$ cat src/rtl/ultrasonido_distancia.sv
// ultrasonido_distancia
// Converts an ultrasonic echo-width count into a distance in centimetres and
// three BCD digits. A rising edge of `calculate` latches `count`. A restoring
// divider then produces count / TICKS_PER_CM. The quotient is clamped to MAX_CM
// and converted to BCD by double-dabble. The result is presented with a
// one-cycle `valid` strobe and held until the next result.
//
// Ports:
//   CLKOUT        in   clock, rising edge active
//   reset         in   asynchronous active-low reset
//   count         in   echo width, sampled on the start edge only
//   calculate     in   level; its rising edge (while idle) starts a conversion
//   dist_cm       out  clamped distance in cm (binary)
//   bcd           out  hundreds[11:8], tens[7:4], units[3:0] of dist_cm
//   out_of_range  out  quotient exceeded MAX_CM
//   valid         out  one-cycle strobe announcing a new result
//   busy          out  high from the start edge through the valid cycle
//
// Configuration macro: ULTRA_AVG4_EN. When it is defined, the output is a
// running average of the last four clamped results. This adds one cycle of
// latency.
module ultrasonido_distancia #(
  parameter int unsigned COUNT_W      = 16,
  parameter int unsigned TICKS_PER_CM = 58,
  parameter int unsigned MAX_CM       = 400
) (
  input  logic               CLKOUT,
  input  logic               reset,
  input  logic [COUNT_W-1:0] count,
  input  logic               calculate,
  output logic [9:0]         dist_cm,
  output logic [11:0]        bcd,
  output logic               out_of_range,
  output logic               valid,
  output logic               busy
);

  localparam int unsigned CNT_W = $clog2(COUNT_W + 1);
  localparam int unsigned REM_W = COUNT_W + 1;
  localparam logic [REM_W-1:0]   DIVISOR = REM_W'(TICKS_PER_CM);
  localparam logic [COUNT_W-1:0] MAX_Q   = COUNT_W'(MAX_CM);
  localparam logic [9:0]         MAX_RES = 10'(MAX_CM);

  typedef enum logic [2:0] {
    S_IDLE  = 3'd0,
    S_DIV   = 3'd1,
    S_CLAMP = 3'd2,
    S_AVG   = 3'd3,
    S_BCD   = 3'd4,
    S_DONE  = 3'd5
  } state_t;

  state_t             state_r, state_next;
  logic               calculate_d_r;
  logic [CNT_W-1:0]   cnt_r;
  logic [COUNT_W-1:0] quo_r;
  logic [REM_W-1:0]   rem_r;
  logic [9:0]         result_r;
  logic               oor_r;
  logic [21:0]        dd_r;

  logic               start_s;
  logic [REM_W-1:0]   rem_shift_s;
  logic [REM_W-1:0]   rem_next_s;
  logic               ge_s;
  logic [9:0]         clamp_s;
  logic               oor_s;
  logic [21:0]        dd_adj_s;
  logic [21:0]        dd_step_s;

`ifdef ULTRA_AVG4_EN
  // Three previous clamped results; the fourth history entry is result_r itself.
  logic [9:0]  hist0_r, hist1_r, hist2_r;
  logic [11:0] sum_s;
  logic [9:0]  avg_s;
`endif

  // Add 3 to a BCD digit of 5 or more, ahead of the double-dabble shift.
  function automatic logic [3:0] dab_adj(input logic [3:0] d);
    dab_adj = (d >= 4'd5) ? (d + 4'd3) : d;
  endfunction

  // State register.
  always_ff @(posedge CLKOUT or negedge reset) begin
    if (!reset) state_r <= S_IDLE;
    else        state_r <= state_next;
  end

  // Next-state logic; the counter below restarts on every state change.
  always_comb begin
    state_next = state_r;
    start_s    = calculate && !calculate_d_r && (state_r == S_IDLE);
    case (state_r)
      S_IDLE:  if (start_s) state_next = S_DIV; else state_next = S_IDLE;
      S_DIV:   if (cnt_r == CNT_W'(COUNT_W - 1)) state_next = S_CLAMP; else state_next = S_DIV;
`ifdef ULTRA_AVG4_EN
      S_CLAMP: state_next = S_AVG;
`else
      S_CLAMP: state_next = S_BCD;
`endif
      S_AVG:   state_next = S_BCD;
      S_BCD:   if (cnt_r == CNT_W'(9)) state_next = S_DONE; else state_next = S_BCD;
      S_DONE:  state_next = S_IDLE;
      default: state_next = S_IDLE;
    endcase
  end

  // One restoring-division step. A 1 shifted out of the remainder's top bit
  // means the shifted value certainly exceeds the divisor.
  always_comb begin
    rem_shift_s = {rem_r[REM_W-2:0], quo_r[COUNT_W-1]};
    ge_s        = rem_r[REM_W-1] || (rem_shift_s >= DIVISOR);
    if (ge_s) rem_next_s = rem_shift_s - DIVISOR;
    else      rem_next_s = rem_shift_s;
  end

  // Clamp the quotient to the sensor range.
  always_comb begin
    if (quo_r > MAX_Q) begin
      clamp_s = MAX_RES;
      oor_s   = 1'b1;
    end else begin
      clamp_s = quo_r[9:0];
      oor_s   = 1'b0;
    end
  end

  // One double-dabble step: adjust the three BCD digits, then shift left.
  always_comb begin
    dd_adj_s  = {dab_adj(dd_r[21:18]), dab_adj(dd_r[17:14]), dab_adj(dd_r[13:10]), dd_r[9:0]};
    dd_step_s = dd_adj_s << 1;
  end

`ifdef ULTRA_AVG4_EN
  // Average of the current clamped result and the three before it.
  always_comb begin
    sum_s = 12'(result_r) + 12'(hist0_r) + 12'(hist1_r) + 12'(hist2_r);
    avg_s = 10'(sum_s >> 2);
  end

  // History shift register, advanced once per conversion.
  always_ff @(posedge CLKOUT or negedge reset) begin
    if (!reset) begin
      hist0_r <= 10'd0;
      hist1_r <= 10'd0;
      hist2_r <= 10'd0;
    end else if (state_r == S_AVG) begin
      hist2_r <= hist1_r;
      hist1_r <= hist0_r;
      hist0_r <= result_r;
    end
  end
`endif

  // Datapath and registered outputs.
  always_ff @(posedge CLKOUT or negedge reset) begin
    if (!reset) begin
      calculate_d_r <= 1'b0;
      cnt_r         <= '0;
      quo_r         <= '0;
      rem_r         <= '0;
      result_r      <= 10'd0;
      oor_r         <= 1'b0;
      dd_r          <= 22'd0;
      dist_cm       <= 10'd0;
      bcd           <= 12'd0;
      out_of_range  <= 1'b0;
      valid         <= 1'b0;
      busy          <= 1'b0;
    end else begin
      calculate_d_r <= calculate;
      valid         <= 1'b0;
      // Stays high through the DONE->IDLE edge so that busy covers the valid cycle.
      busy          <= (state_next != S_IDLE) || (state_r == S_DONE);
      cnt_r         <= (state_next != state_r) ? '0 : (cnt_r + CNT_W'(1));
      case (state_r)
        S_IDLE: begin
          if (start_s) begin
            quo_r <= count;
            rem_r <= '0;
          end
        end
        S_DIV: begin
          quo_r <= {quo_r[COUNT_W-2:0], ge_s};
          rem_r <= rem_next_s;
        end
        S_CLAMP: begin
          result_r <= clamp_s;
          oor_r    <= oor_s;
          dd_r     <= {12'd0, clamp_s};
        end
`ifdef ULTRA_AVG4_EN
        S_AVG: begin
          result_r <= avg_s;
          dd_r     <= {12'd0, avg_s};
        end
`endif
        S_BCD: dd_r <= dd_step_s;
        S_DONE: begin
          dist_cm      <= result_r;
          bcd          <= dd_r[21:10];
          out_of_range <= oor_r;
          valid        <= 1'b1;
        end
        default: ;
      endcase
    end
  end

endmodule

$ cat config.mk
export PLATFORM = sky130hd
export DESIGN_NAME = ultrasonido_distancia
export DESIGN_NICKNAME = d
export VERILOG_FILES = /design/src/rtl/ultrasonido_distancia.sv
export SDC_FILE = /design/constraint.sdc
export NUM_CORES = 1
export LEC_CHECK = 0
export ABC_CLOCK_PERIOD_IN_PS = 1600
export BUFFER_PORTS_ARGS = -buffer_cell sky130_fd_sc_hd__buf_2
export CAP_MARGIN = 10
export CORE_MARGIN = 3
export CORE_UTILIZATION = 50
export DETAILED_ROUTE_END_ITERATION = 6
export HOLD_SLACK_MARGIN = 0.02
export PLACE_DENSITY = 0.78
export SLEW_MARGIN = 0
export SYNTH_ARGS = -nofsm -noshare
export SYNTH_HDL_FRONTEND = slang
export SYNTH_SLANG_ARGS = --single-unit
$ cat constraint.sdc
create_clock -name CLKOUT -period 1.6 [get_ports CLKOUT]
set_input_delay 0.16 -clock CLKOUT [delete_from_list [all_inputs] [get_ports CLKOUT]]
set_output_delay 0.16 -clock CLKOUT [all_outputs]
set_load 0.02 [all_outputs]
==> flow_summary_export.csv, run 1 <==
group,metric,value,unit
logic_synthesis,ys_top_cells_by_area,"dfrtp_1, nand2_1, o21ai_0, nor2_1, ha_1",
cts,path_clk_slew,0.10,ns
finish,layout.cells.non_filler,678,
logic_synthesis,synth_nets,499,
logic_synthesis,yosysWarningCount,0,
finish,area_growth,26.1,%
setup_path,arrival,2.09,ns
sta,clock_skew,0.00762,ns
setup_path,crit_family,"simple AND/OR/NAND/NOR gates",
routing,firstDrtPassIters,5,
sta,slew_headroom,70.9,%
finish,finalInstanceArea,5740,um2
finish,fin_nets,594,
setup_path,path_buf_inv,0,
cts,cts_max_level,3,
placed_design,gp_congestion,0.935,
logic_synthesis,synth-seq-cells,100,
sta,fin_ws,-0.197,ns
status,outcome,"finished, violations left",
logic_synthesis,synth_cells,470,
routing,viasPerCell,5.58,
hold_path,min_from,"count[0]",
finish,drive_above_1_share,30.4,%
sta,setup_tns,-1.66,ns
setup_path,worstPathRequired,1.89,ns
setup_path,critPathKind,"flop to flop",
routing,drt-total-wl,10.7,mm
floorplanning,initial_utilization,51.9,%
global_route,overflow,0,
sta,rsz0062_at_grt,"true",
logic_synthesis,synthDominantCellAreaShare,55.0,%
floorplanning,die_height,101,um
cts,tritoncts,"done",
routing,ant_nets,0,
setup_path,path_max_fanout,5,
logic_synthesis,synth-seq-area-share,55.0,%
routing,detail_route.wl_per_cell,15.7,um
floorplanning,core,8760,um2
global_route,use_met3,4.41,%
floorplanning,dieArea,10300,um2
sta,tightestPinTransition,0.435,ns
floorplanning,num_rows,34,
placed_design,io_buffers,43,
finish,fill_cells,676,
setup_path,end_kind,"flop",
global_route,use_met1,27.2,%
setup_path,timing.rr.start,"rem_r[6]",
routing,drcViolationCount,0,
global_route,grt_pass1_wl,17.6,mm
status,violations,"negative setup slack",
global_route,met2_usage,36.8,%
setup_path,crit_chain,"or4_4, nor2_4, a21oi_2, or3_1, a21oi_1",
pwr,ir_drop,1260,uV
hold_path,hold_path_class,"primary input to flop",
global_route,grt_usage,21.5,%
global_route,grt_busiest_layer,"met2",
sta,max_freq,0.557,GHz
setup_path,startpoint,"rem_r[6]",
routing,vias,3785,
cts,cts_buffer_depth,2,
sta,whs,0.0531,ns
logic_synthesis,yosys.area.top_type,"dfrtp_1",
pwr,p_per_area,1490,nW/um2
floorplanning,top_level_ports,44,
placed_design,dpl.hpwl,7.26,mm
setup_path,startpoint_type,"flop",
global_route,grt_pass1_vias,3748,
pwr,power.leakage,0.00267,uW
logic_synthesis,synth.cell_area,4550,um2
sta,fin_crit,1.80,ns
flow_run,maxCapViolCount,0,
placed_design,placed_area,5240,um2
setup_path,slowest_stage,"or4_4",
placed_design,dp_cells,647,
sta,setup_viol,17,
cts,root_buffer,"clkbuf_8",
floorplanning,die_w,101,um
cts,clkLatencyLatePin,0.36,ns
finish,fin_util,65.5,%
global_route,grt_antenna_before_repair,0,
finish,diodes,0,
cts,cts_buffers,9,
sta,period_share,112,%
cts,cts_sinks,100,
routing,drt_iter0_drc,194,
global_route,grt_max_degree,40,
setup_path,max_stage_delay,0.59,ns
logic_synthesis,ys_types,51,
sta,drv_slew,0,
logic_synthesis,syn_area_per_cell,9.68,um2
sta,hold_viol,0,
==> registers in the layout (all words and copies together), names as in the netlist, 3 cells and up <==
| name | flops |
|---|---|
| rem_r | 17 |
| state_r | 3 |
| dist_cm | 10 |
| bcd | 12 |
| dd_r | 22 |
| result_r | 10 |
| quo_r | 16 |
| cnt_r | 5 |
==> layer usage <==
| layer | wire length (um) | up-vias |
|---|---|---|
| met4 | 161 | 0 |
| met1 | 4550 | 1830 |
| met5 | 0 | - |
| met2 | 5530 | 103 |
| met3 | 422 | 20 |
| li1 | - | 1832 |
==> cells in the mapped netlist, drive strengths merged <==
cell type,n
ha,10
mux2i,1
or3b,2
o41ai,2
o211ai,3
nand2b,3
and4b,1
or4,1
o2bb2ai,1
o221ai,1
nor4bb,1
a22o,5
o21ai,45
xnor2,5
nand4,1
a21o,3
xor2,12
or2,1
nand2,89
o22ai,15
a211oi,1
and3,2
o311ai,1
buf,8
and2,3
inv,13
nor2,47
o2111a,1
clkbuf,13
o21bai,1
o2111ai,1
dfrtp,100
nor3,10
o31a,1
nor3b,3
mux2,7
a21oi,15
o31ai,2
a31oi,2
nand3,23
nor4,4
or3,2
a22oi,7
a221o,1
==> power by group <==
part / total [uW] / internal (uW) / switching, uW / leakage, uW
Sequential: 3590 / 3080 / 514 / 0.00124
Combinational: 3460 / 1670 / 1790 / 0.00134
Clock: 1520 / 591 / 928 / 0.0000886
Total: 8570 / 5340 / 3230 / 0.00267
==> per-stage QoR <==
step | total power (uW) | setup WS (ns)
6_report | 8570 | -0.197
5_1_grt | 9100 | -0.213
4_1_cts | 8190 | -0.105
3_5_place_dp | 6420 | -0.168
3_3_place_gp | 6260 | -0.142
2_1_floorplan | 5270 | -0.112
==> kinds of logic after synthesis <==
family	count (synthesis)	share of synthesized area (%)
xor gates and xnor gates	17	3.27
buffers and inverters	34	3.13
AOI/OAI and AO/OA	108	14.7
and+or+nand+nor	193	19.2
adders and majority gates	10	2.75
DFF	100	55.0
muxes	8	1.95
==> area by class of cell <==
type                       count  area, um2  share of cell area (%)
clock buffer                   9        124                    2.16
clock inverter                 7       57.6                    1.00
inverter                      13       52.6                   0.916
multi-input combinational    336       2100                    36.6
sequential                   100       2510                    43.7
tap                          108        135                    2.35
timing repair buffer         104        758                    13.2
timing repair inverter         1       7.51                   0.131
==> layout by cell type (no fill, tap or decap), drive strengths merged, types with 2 or more instances in the layout <==
cell	instances
xnor2	5
clkinvlp	4
o31ai	2
clkbuf	9
xor2	12
or3b	2
a22oi	7
dfrtp	100
nor3b	3
inv	16
nand2b	3
mux2	7
nor2	47
o22ai	15
o21ai	45
dlygate4sd3	2
o41ai	2
a21oi	15
nor3	10
buf	102
a22o	5
nand3	23
or3	2
a21o	3
a31oi	2
o211ai	3
and3	2
ha	10
and2	3
nor4	4
nand2	89
==> worst min-delay path: stages <==
cell      delay [ns]
buf_2           0.09
nand2_1         0.04
o211ai_1        0.08
==> final timing paths <==
path,end,cells past startpoint,slack [ns]
max in group asynchronous,state_r[2],3,0.80
worst max register to register,rem_r[15],5,-0.20
worst min-delay path,quo_r[0],3,0.05
min in group asynchronous,bcd[10],2,0.25
worst min register to register,dist_cm[9],2,0.47
worst max-delay path,rem_r[15],5,-0.20
==> what timing repair did <==
| item | 4_1_cts | 5_1_grt |
|---|---|---|
| endpoints found under the hold margin | 26 | 0 |
| setup endpoints to repair | 29 | 71 |
| pin swaps | 13 | 15 |
| hold buffers | 2 | 0 |
| gates resized for setup | 24 | 37 |
| gates cloned | 0 | 1 |
| buffers inserted | 5 | 7 |
Note: power is estimated with default switching activity, not from simulation.
==> run 2: changes to the inputs <==
--- a/config.mk
+++ b/config.mk
@@ -5,14 +5,14 @@
 export SDC_FILE = /design/constraint.sdc
 export NUM_CORES = 1
 export LEC_CHECK = 0
-export ABC_CLOCK_PERIOD_IN_PS = 1600
+export ABC_CLOCK_PERIOD_IN_PS = 1920
 export BUFFER_PORTS_ARGS = -buffer_cell sky130_fd_sc_hd__buf_2
 export CAP_MARGIN = 10
 export CORE_MARGIN = 3
 export CORE_UTILIZATION = 50
 export DETAILED_ROUTE_END_ITERATION = 6
 export HOLD_SLACK_MARGIN = 0.02
-export PLACE_DENSITY = 0.78
+export PLACE_DENSITY = 0.75
 export SLEW_MARGIN = 0
 export SYNTH_ARGS = -nofsm -noshare
 export SYNTH_HDL_FRONTEND = slang
==> constraint.sdc (replaced) <==
create_clock -name CLKOUT -period 1.92 [get_ports CLKOUT]
set_input_delay 0.192 -clock CLKOUT [delete_from_list [all_inputs] [get_ports CLKOUT]]
set_output_delay 0.192 -clock CLKOUT [all_outputs]
set_load 0.02 [all_outputs]
==> run 2 against run 1 <==
  * The flow now finishes without violations
  * Die area is the same
  * Clock power down 9.9%
  * First-iteration DRC count is 0.52% lower
  * Clock-buffer cell count unchanged
  * Sequential share of layout area is 4.2 points higher
  * Routed wire length decreased by 13%
  * Final area shrank 8.9%
  * Cell count down 5.8%
  * Setup slack better by 0.29 ns
  * Largest power group unchanged
==> flow_summary_export.csv, run 2 (synthesis results as in run 1) <==
group,metric,value,unit
sta,rsz0062_at_grt,"true",
global_route,met2_usage,32.1,%
global_route,grt_max_degree,43,
sta,setup_tns,0,ns
finish,layout_commonest_cell,"dfrtp_1",
setup_path,startpoint_type,"flop",
cts,post_cts_buffers,0,
setup_path,path_max_fanout,6,
setup_path,worstPathRequired,2.17,ns
pwr,pwr-share-clk,21.7,%
finish,drive_above_1_share,18.6,%
routing,viasPerCell,5.58,
sta,max_freq,0.547,GHz
placed_design,io_buffers,43,
global_route,grt_antenna_before_repair,0,
sta,fin_crit,1.83,ns
cts,tritoncts,"done",
finish,fin_util,59.6,%
pwr,swShare,36.4,%
setup_path,critPathKind,"flop to flop",
cts,root_buffer,"clkbuf_8",
placed_design,gp_congestion,0.910,
pwr,p_per_area,1210,nW/um2
cts,clkLatencyLatePin,0.36,ns
floorplanning,die_w,101,um
floorplanning,num_rows,34,
cts,cts_sinks,100,
cts,cts_buffers,9,
setup_path,arrival,2.08,ns
global_route,use_met1,26.5,%
status,outcome,"complete, no violations",
floorplanning,dieArea,10300,um2
setup_path,r2r_slack,0.09,ns
setup_path,end_kind,"flop",
global_route,grt_pass1_wl,16.3,mm
routing,firstDrtPassIters,5,
sta,slew_headroom,68.7,%
finish,top_register,"dd_r",
finish,final_cell_mix,"dfrtp_1, nand2_1, nor2_1",
global_route,grt_busiest_layer,"met2",
sta,tightestPinTransition,0.469,ns
routing,vias,3567,
global_route,grt_usage,19.8,%
cts,cts_max_level,3,
cts,path_clk_slew,0.10,ns
finish,layout.cells.non_filler,639,
sta,hold_viol,0,
pwr,power.leakage,0.00245,uW
sta,drv_slew,0,
floorplanning,core,8760,um2
finish,diodes,0,
placed_design,dp_cells,621,
finish,area_growth,14.8,%
routing,ant_nets,0,
global_route,overflow,0,
pwr,p_int,4020,uW
floorplanning,top_level_ports,44,
flow_run,maxCapViolCount,0,
sta,whs,0.0759,ns
finish,fin_nets,555,
placed_design,dpl.hpwl,6.73,mm
pwr,p_comb_share,30.1,%
pwr,net-switching-power,2300,uW
pwr,seq_power_share,48.2,%
global_route,grt_pass1_vias,3449,
floorplanning,initial_utilization,51.9,%
floorplanning,die_height,101,um
sta,setup_viol,0,
global_route,use_met3,4.48,%
routing,drt_iter0_drc,193,
pwr,p_total,6320,uW
routing,detail_route.wl_per_cell,14.5,um
routing,drcViolationCount,0,
hold_path,hold_path_class,"primary input to flop",
sta,period_share,95.3,%
pwr,ir_drop,745,uV
cts,cts_buffer_depth,2,
finish,largestRegisters,"dd_r: 22 flops, rem_r: 17 flops, quo_r: 16 flops",
finish,largest_reg_flops,22,
sta,clock_skew,0.00834,ns
routing,drt-total-wl,9.29,mm
==> run 2: changes by cell type in the layout (fill, tap and decap cells not counted), sizes merged <==
cell | previous run | this run
bufinv | 0 | 1
clkinvlp | 4 | 2
buf | 102 | 64
==> run 2: final timing paths <==
path | start | end | depth (start not counted)
worst min register to register | dist_cm[2] | dist_cm[2] | 2
worst min-delay path | count[13] | quo_r[13] | 3
max in group asynchronous | reset | rem_r[12] | 3
min in group asynchronous | reset | bcd[10] | 2
worst max-delay path | rem_r[6] | rem_r[11] | 4
worst max register to register | rem_r[6] | rem_r[11] | 4
==> run 2: power by group through the flow <==
stage	Clock [uW]	Sequential [uW]	Combinational [uW]
final	1370	3050	1900
after global routing	1500	3120	2180
after global placement	0	3050	1800
after floorplan	0	3000	1350
after detailed placement	0	3080	1880
after CTS	1400	3040	1890
==> run 2: repair_timing <==
action                                  CTS  global route
gates resized for setup                   0             6
hold buffers                              2             0
endpoints found under the setup margin    0            10
hold endpoints to repair                 37             0
==> run 2: layout make-up <==
type,instances,area [um2]
inverter,13,48.8
fill,767,3540
clock buffer,9,124
sequential,100,2500
multi-input combinational,336,1920
timing repair buffer,66,408
clock inverter,7,82.6
tap,108,135
==> run 2: metal layers <==
metal  vias to the layer above  wire [um]
met5                         -          0
met4                         0        207
met3                        18        461
met2                        93       4370
met1                      1707       4250
li1                       1749          -
==> run 2: critical path, stage by stage (launching register included) <==
cell	delay (ns)
dfrtp_2	0.47
or4_4	0.60
o311ai_0	0.33
o21ai_0	0.15
a21o_1	0.18
==> run 2: per-stage QoR <==
stage	setup WS, ns	area (um2)
after floorplan	0.202	4550
after global placement	0.126	4980
after detailed placement	0.0705	4980
after CTS	0.0397	5210
after global routing	-0.0294	5230
final	0.0905	5230
